## config.mk

```make
export PLATFORM = sky130hd
export DESIGN_NAME = axi4_stream_fifo_reader
export DESIGN_NICKNAME = d
export VERILOG_FILES = /design/src/rtl/axi4_stream_fifo_reader_pkg.sv /design/src/rtl/streamif_sync_fifo.sv /design/src/rtl/axi4_stream_fifo_reader.sv
export SDC_FILE = /design/constraint.sdc
export NUM_CORES = 1
export LEC_CHECK = 0
export CORE_ASPECT_RATIO = 2
export CORE_UTILIZATION = 39
export DETAILED_ROUTE_END_ITERATION = 6
export DONT_BUFFER_PORTS = 1
export MAX_ROUTING_LAYER = met4
export PLACE_DENSITY_LB_ADDON = 0.05
export SYNTH_ARGS = -nofsm -noshare
export SYNTH_HDL_FRONTEND = slang
export SYNTH_HIERARCHICAL = 1
export SYNTH_SLANG_ARGS = --single-unit
```

## constraint.sdc

```tcl
create_clock -name S_AXIS_ACLK -period 5.38 [get_ports S_AXIS_ACLK]
set_input_delay 0.538 -clock S_AXIS_ACLK [delete_from_list [all_inputs] [get_ports S_AXIS_ACLK]]
set_output_delay 0.538 -clock S_AXIS_ACLK [all_outputs]
set_load 0.1 [all_outputs]
```

## src/rtl/axi4_stream_fifo_reader_pkg.sv

```systemverilog
// Shared helpers for the buffered AXI4-Stream reader: width calculations
// used by the FIFO and the top-level port declarations.
package axi4_stream_fifo_reader_pkg;

  // Ceiling log2. Used both for pointer width and for occupancy width.
  function automatic int unsigned clog2(input int unsigned v);
    int unsigned r;
    r = 0;
    while ((64'd1 << r) < 64'(v)) r = r + 1;
    return r;
  endfunction

  // Number of byte strobes for a given stream data width.
  function automatic int unsigned strb_w(input int unsigned dw);
    return dw / 8;
  endfunction

endpackage

```

## src/rtl/streamif_sync_fifo.sv

```systemverilog
// Generic first-word-fall-through synchronous FIFO. The head entry is always
// visible on rd_data; full/empty are registered and derived from the count.
module streamif_sync_fifo
  import axi4_stream_fifo_reader_pkg::*;
#(
  parameter int unsigned WIDTH = 8,
  parameter int unsigned DEPTH = 16
) (
  input  logic                          clk,
  input  logic                          rst,
  input  logic                          wr_en,
  input  logic [WIDTH-1:0]              wr_data,
  output logic                          full,
  input  logic                          rd_en,
  output logic [WIDTH-1:0]              rd_data,
  output logic                          empty,
  output logic [clog2(DEPTH+1)-1:0]     count
);

  localparam int unsigned AW = clog2(DEPTH);
  localparam int unsigned CW = clog2(DEPTH + 1);

  logic [WIDTH-1:0] mem [DEPTH];
  logic [AW-1:0]    wr_ptr;
  logic [AW-1:0]    rd_ptr;
  logic [CW-1:0]    cnt_nxt;
  logic             push;
  logic             pop;

  assign push    = wr_en & ~full;
  assign pop     = rd_en & ~empty;
  assign rd_data = mem[rd_ptr];

  always_comb begin
    cnt_nxt = count;
    case ({push, pop})
      2'b10:   cnt_nxt = count + CW'(1);
      2'b01:   cnt_nxt = count - CW'(1);
      default: cnt_nxt = count;
    endcase
  end

  // Pointers wrap naturally because DEPTH is a power of two.
  always_ff @(posedge clk) begin
    if (rst) begin
      wr_ptr <= '0;
      rd_ptr <= '0;
      count  <= '0;
      full   <= 1'b0;
      empty  <= 1'b1;
    end else begin
      if (push) wr_ptr <= wr_ptr + AW'(1);
      if (pop)  rd_ptr <= rd_ptr + AW'(1);
      count <= cnt_nxt;
      full  <= (cnt_nxt == CW'(DEPTH));
      empty <= (cnt_nxt == '0);
    end
  end

  // Storage carries no reset; entries are only observed while counted.
  always_ff @(posedge clk) begin
    if (push) mem[wr_ptr] <= wr_data;
  end

endmodule

```

## src/rtl/axi4_stream_fifo_reader.sv

```systemverilog
// AXI4-Stream slave buffered through a FWFT FIFO; forwards TDATA/TSTRB/TLAST
// to the consumer and counts completed packets popped by the consumer.
module axi4_stream_fifo_reader
  import axi4_stream_fifo_reader_pkg::*;
#(
  parameter int unsigned C_S_AXIS_TDATA_WIDTH = 32,
  parameter int unsigned C_FIFO_DEPTH         = 16,
  parameter int unsigned C_PKT_CNT_WIDTH      = 32
) (
  input  logic                                       S_AXIS_ACLK,
  input  logic                                       S_AXIS_ARESET,
  output logic                                       S_AXIS_TREADY,
  input  logic [C_S_AXIS_TDATA_WIDTH-1:0]            S_AXIS_TDATA,
  input  logic [strb_w(C_S_AXIS_TDATA_WIDTH)-1:0]    S_AXIS_TSTRB,
  input  logic                                       S_AXIS_TLAST,
  input  logic                                       S_AXIS_TVALID,
  input  logic                                       ready,
  output logic                                       data_valid,
  output logic [C_S_AXIS_TDATA_WIDTH-1:0]            data,
  output logic [strb_w(C_S_AXIS_TDATA_WIDTH)-1:0]    data_strb,
  output logic                                       data_last,
  output logic [clog2(C_FIFO_DEPTH+1)-1:0]           fill_count,
  output logic [C_PKT_CNT_WIDTH-1:0]                 packet_count
);

  localparam int unsigned DW = C_S_AXIS_TDATA_WIDTH;
  localparam int unsigned SW = strb_w(C_S_AXIS_TDATA_WIDTH);
  localparam int unsigned EW = DW + SW + 1;

  logic          full;
  logic          empty;
  logic          pop;
  logic [EW-1:0] head;

  // Entry layout: {last, strb, data}.
  streamif_sync_fifo #(
    .WIDTH (EW),
    .DEPTH (C_FIFO_DEPTH)
  ) u_fifo (
    .clk     (S_AXIS_ACLK),
    .rst     (S_AXIS_ARESET),
    .wr_en   (S_AXIS_TVALID),
    .wr_data ({S_AXIS_TLAST, S_AXIS_TSTRB, S_AXIS_TDATA}),
    .full    (full),
    .rd_en   (ready),
    .rd_data (head),
    .empty   (empty),
    .count   (fill_count)
  );

  assign S_AXIS_TREADY = ~full;
  assign data_valid    = ~empty;
  assign {data_last, data_strb, data} = head;
  assign pop           = ready & ~empty;

  always_ff @(posedge S_AXIS_ACLK) begin
    if (S_AXIS_ARESET) begin
      packet_count <= '0;
    end else if (pop && data_last) begin
      packet_count <= packet_count + C_PKT_CNT_WIDTH'(1);
    end
  end

endmodule

```

# --- After elaboration in Yosys (flattened, before gate mapping) ---
# Memory sizes are Yosys's and may differ from the RTL's. A register that Yosys moved wholly into a read port is not among the register bits.
# Index checks and enable logic that the tools add are counted.
totals:
  register_bits: 47
  ramBits: 592
  in_bits: 41
  wordCells: 26
  memories: 1
mem_list:
  columns: ["name", "words", "width", "rd", "rd_clocked_by_memory_dff", "write_ports", "line_no", "text"]
  rows:
  - ["u_fifo.mem", 16, 37, 1, 1, 1, "streamif_sync_fifo.sv:23", "logic [WIDTH-1:0] mem [DEPTH];"]
classes:
  add_sub_neg: 5
  n_eq_ne: 3
  muxes: 5
  bitwise_logic: 4
  n_reduce_logical: 2
op_table:
  columns: ["op", "n"]
  rows:
  - ["$add A32 B1 Y32 const B", 1]
  - ["$pmux W5 S2", 1]
  - ["$add A4 B1 Y4 const B", 2]
  - ["$mux W4", 2]
  - ["$add A5 B1 Y5 const B", 1]
  - ["$eq A5 B5 Y1 const B", 1]
  - ["$logic_not A5 Y1", 1]
  - ["$sub A5 B1 Y5 const B", 1]
  - ["$and A1 B1 Y1", 2]
  - ["$eq A2 B1 Y1 const B", 1]
  - ["$eq A2 B2 Y1 const B", 1]
  - ["$mux W1", 2]
  - ["$not A1 Y1", 2]
  - ["$logic_and A1 B1 Y1", 1]

# --- Depth between registers and ports, before layout ---
depth:
  depth_word: 5
  depth_mapped: 11
  depth_no_buf: 10

# --- Hierarchy ---
# The synthesis kept the hierarchy.
by_module_without_submodules:
  columns: ["module", "n_inst", "cells_per_inst", "area_each_um2", "seq_area_each_um2"]
  rows:
  - ["streamif_sync_fifo", 1, 944, 23520.1, 18157.4]
  - ["axi4_stream_fifo_reader", 1, 190, 1627.8, 640.6]

# --- Worst setup path before layout ---
# Ideal clock, no wire load.
synth_path:
  path_type: "input-to-reg"
  from: "input S_AXIS_TVALID"
  to: "memory u_fifo/mem[3][0] (netlist name) (enable)"
  arrival_ns: 3.606
  t_required_ns: 4.903
  slack_ns: 1.297
  path_stages: 4
  path_buffers: 1
  cell_sequence: "nor2b_1 buf_2 nand2_1 nor3_1"
synth_via:
  elab_chain_cells: 3
synth_lines:
  columns: ["element", "line_no", "text"]
  rows:
  - ["start: declaration", "axi4_stream_fifo_reader.sv:16", "input logic S_AXIS_TVALID,"]
  - ["$and A1 B1 Y1", "streamif_sync_fifo.sv:30", "assign push = wr_en & ~full;"]
  - ["$mux W1", "streamif_sync_fifo.sv:62", "if (push) mem[wr_ptr] <= wr_data;"]
  - ["$mux W1 (not written as such)", "streamif_sync_fifo.sv:62", null]
  - ["end: declaration", "streamif_sync_fifo.sv:23", null]
# Every way passes these cells.

==> flow_metrics.py <==
metrics = {
    "outcome": {
        "status": "complete, but fails checks",
        "violations": "antenna violations",
    },
    "floorplan": {
        "core-area_um2": 63800,
        "dieHeight_um": 361,
        "initial_core_util_pct": 39.4,
        "dieArea_um2": 65600,
        "io_pins": 117,
        "die_width_um": 182,
        "num_rows": 131,
    },
    "cts": {
        "tritoncts": "yes",
        "hold_buffers": 39,
        "path_clk_slew_ps": 70,
        "cts_buffers": 58,
        "post_cts_buffers": 0,
        "h-tree-depth": 2,
        "cts_max_path_buffers": 3,
        "clockRootBuffer": "clkbuf_16",
        "ctsResizeCount": 0,
        "cts.sinks": 643,
        "clk_latency_ps": 620,
    },
    "route": {
        "drt-initial-drc-count": 663,
        "routed_via_density": 5.63,
        "drc": 0,
        "via_count": 11600,
        "finalWirelength_mm": 60.5,
        "drt_pass1_iterations": 4,
        "routedWlPerCell_um": 29.2,
        "drtAntennaViolNets": 1,
    },
    "synth": {
        "synthFlopType": "edfxtp_1",
        "netlist_area_um2": 25100,
        "synthCells": 1134,
        "ys_ff_latch": 643,
        "synth_nets": 1183,
        "yosysUniqueCellTypes": 60,
        "synth.area.top_cells": "edfxtp_1, mux4_2, mux4_1",
        "async_flop_share_pct": 0,
        "syn_area_per_cell_um2": 22.2,
        "synth_top_area_share_pct": 70.7,
        "synth_enable_flop_cells": 592,
        "yosys_warnings": 6,
        "seq_area_frac_synth_pct": 74.7,
        "synth_top_area_cell": "edfxtp_1",
    },
    "timing": {
        "fin_skew_ps": 18.9,
        "worst_slew_pin_slew_ps": 1260,
        "grt_setup_unrepaired": "no",
        "fin_hold_ws_ps": 170,
        "relSlewSlack_pct": 15.6,
        "setup_viol": 0,
        "timing.final.hold_violations": 0,
        "fmax_mhz": 242,
        "period_minus_slack_ps": 4140,
        "slew_viol_final": 0,
        "setup_tns_ps": 0,
        "fin_crit_sh_pct": 77.0,
    },
    "setup_path": {
        "start_kind": "flop",
        "crit_fanout": 39,
        "crit_required_ps": 4840,
        "crit_type": "reg -> out",
        "slowest_delay_ps": 860,
        "cpMaxStageDelayCell": "dfxtp_4",
        "crit_chain": "buf_4, mux4_1, mux4_2",
        "worstPathArrival_ps": 3600,
        "reg2regPathDepth": 6,
        "end_kind": "primary output",
    },
    "finish": {
        "final_cell_mix": "edfxtp_1, mux4_2, mux4_1",
        "layout_commonest_cell": "edfxtp_1",
        "layout-drive-gt1-share_pct": 22.9,
        "area_growth_pct": 13.2,
        "layout.nets": 1259,
        "stdcell_area_um2": 28500,
    },
    "pwr": {
        "finalPower_mw": 11.8,
        "leakage_nw": 8.71,
        "ir_drop_mv": 0.312,
        "p_per_area_nw_per_um2": 414,
    },
    "global_route": {
        "grt_antenna_before_repair": 5,
        "grt_max_degree": 80,
        "grt_pass1_wl_mm": 88.0,
        "track_usage_pct": 19.5,
        "overflow": 0,
        "grt_pass1_vias": 12600,
    },
    "placement": {
        "port_buffers": 0,
        "gp_congestion": 0.716,
        "post-dp-hpwl_mm": 32.8,
        "postPlaceCellArea_um2": 26100,
    },
    "flow_run": {
        "cap_violations": 0,
    },
    "min_path": {
        "hold_path.class": "in -> reg",
        "holdPathStages": 2,
    },
}
[worst max-delay path: cells and delay by family, from the launching register on]
family / cells / cell delay [ps]
multiplexers: 2 / 1410
flip-flops: 1 / 860
buffers and inverters: 1 / 670
[layout make-up]
type                    instances  area [um2]
diodes                          9        22.5
well taps                     798         998
clock buffers                  80        1620
multi-input cells             421        6010
inverters                      11        41.3
clock inverters                30         268
repair buffers                 75         683
fillers                      5471       35300
flip-flops and latches        643       18800
[registers in the layout, indices dropped and copies added (netlist names), named ones only]
| register | flops |
|---|---|
| u_fifo/wr_ptr | 4 |
| packet_count | 32 |
| u_fifo/rd_ptr | 4 |
| u_fifo/mem | 592 |
| u_fifo/count | 5 |
| u_fifo/empty | 1 |
| u_fifo/full | 1 |
[report_power, final]
group	internal (mW)	leakage (nW)	switching (mW)
sequential	5.58	5.76	0.172
combinational	0.612	2.01	1.27
clock	2.30	0.938	1.86
total	8.49	8.71	3.30
[cell usage after synthesis (3+ instances only)]
library cell and n:
mux4_2 121, nor4_1 5, nand3_1 13, edfxtp_1 592
ha_1 8, dfxtp_1 51, mux2_2 9, o21ai_0 6
clkbuf_1 20, buf_2 12, buf_1 7, nand2_1 23
nand4_1 13, buf_6 11, nor3_1 9, inv_1 10
or4_1 9, nor3b_1 3, or3_1 5, o31ai_1 7
xor2_1 8, buf_12 4, nor2_1 44, xnor2_1 10
a21oi_1 20, mux4_1 64, nand2b_1 3, nor2b_1 10
[layer usage]
metal / routed length [um] / up-vias / GRT usage, %
li1: - / 4980 / -
met1: 23100 / 6324 / 22.2
met2: 33200 / 254 / 35.0
met3: 2570 / 87 / 3.14
met4: 1530 / 0 / 5.67
met5: 0 / - / -
[worst paths after layout]
check	start	end	slack (ps)
worst max-delay path	flop	data[10]	1240
worst min-delay path	S_AXIS_ARESET	packet_count[19]$_SDFFE_PP0P_	170
worst min register to register	u_fifo/rd_ptr[1]$_SDFFE_PP0P_	flop	510
worst max register to register	flop	packet_count[25]$_SDFFE_PP0P_	1730
[stage by stage]
stage               worst slack (ps)  instances  utilization [%]
floorplan                       1300       1134                -
global placement                1640       1909             41.0
detailed placement              1660       1909             41.0
CTS                             1070       2058             44.6
global route                    1000       2062             44.6
finish                          1240       2067             44.6
[cells by family after synthesis]
logic type / after synthesis / share of synthesized area [%]
buffers and inverters: 70 / 1.79
adders and majority gates: 8 / 0.398
muxes: 195 / 18.0
xor gates and xnor gates: 18 / 0.627
DFF: 643 / 74.7
AOI/OAI and AO/OA: 46 / 1.15
and+or+nand+nor: 154 / 3.32
No activity file was read; power rests on OpenSTA's default activity.
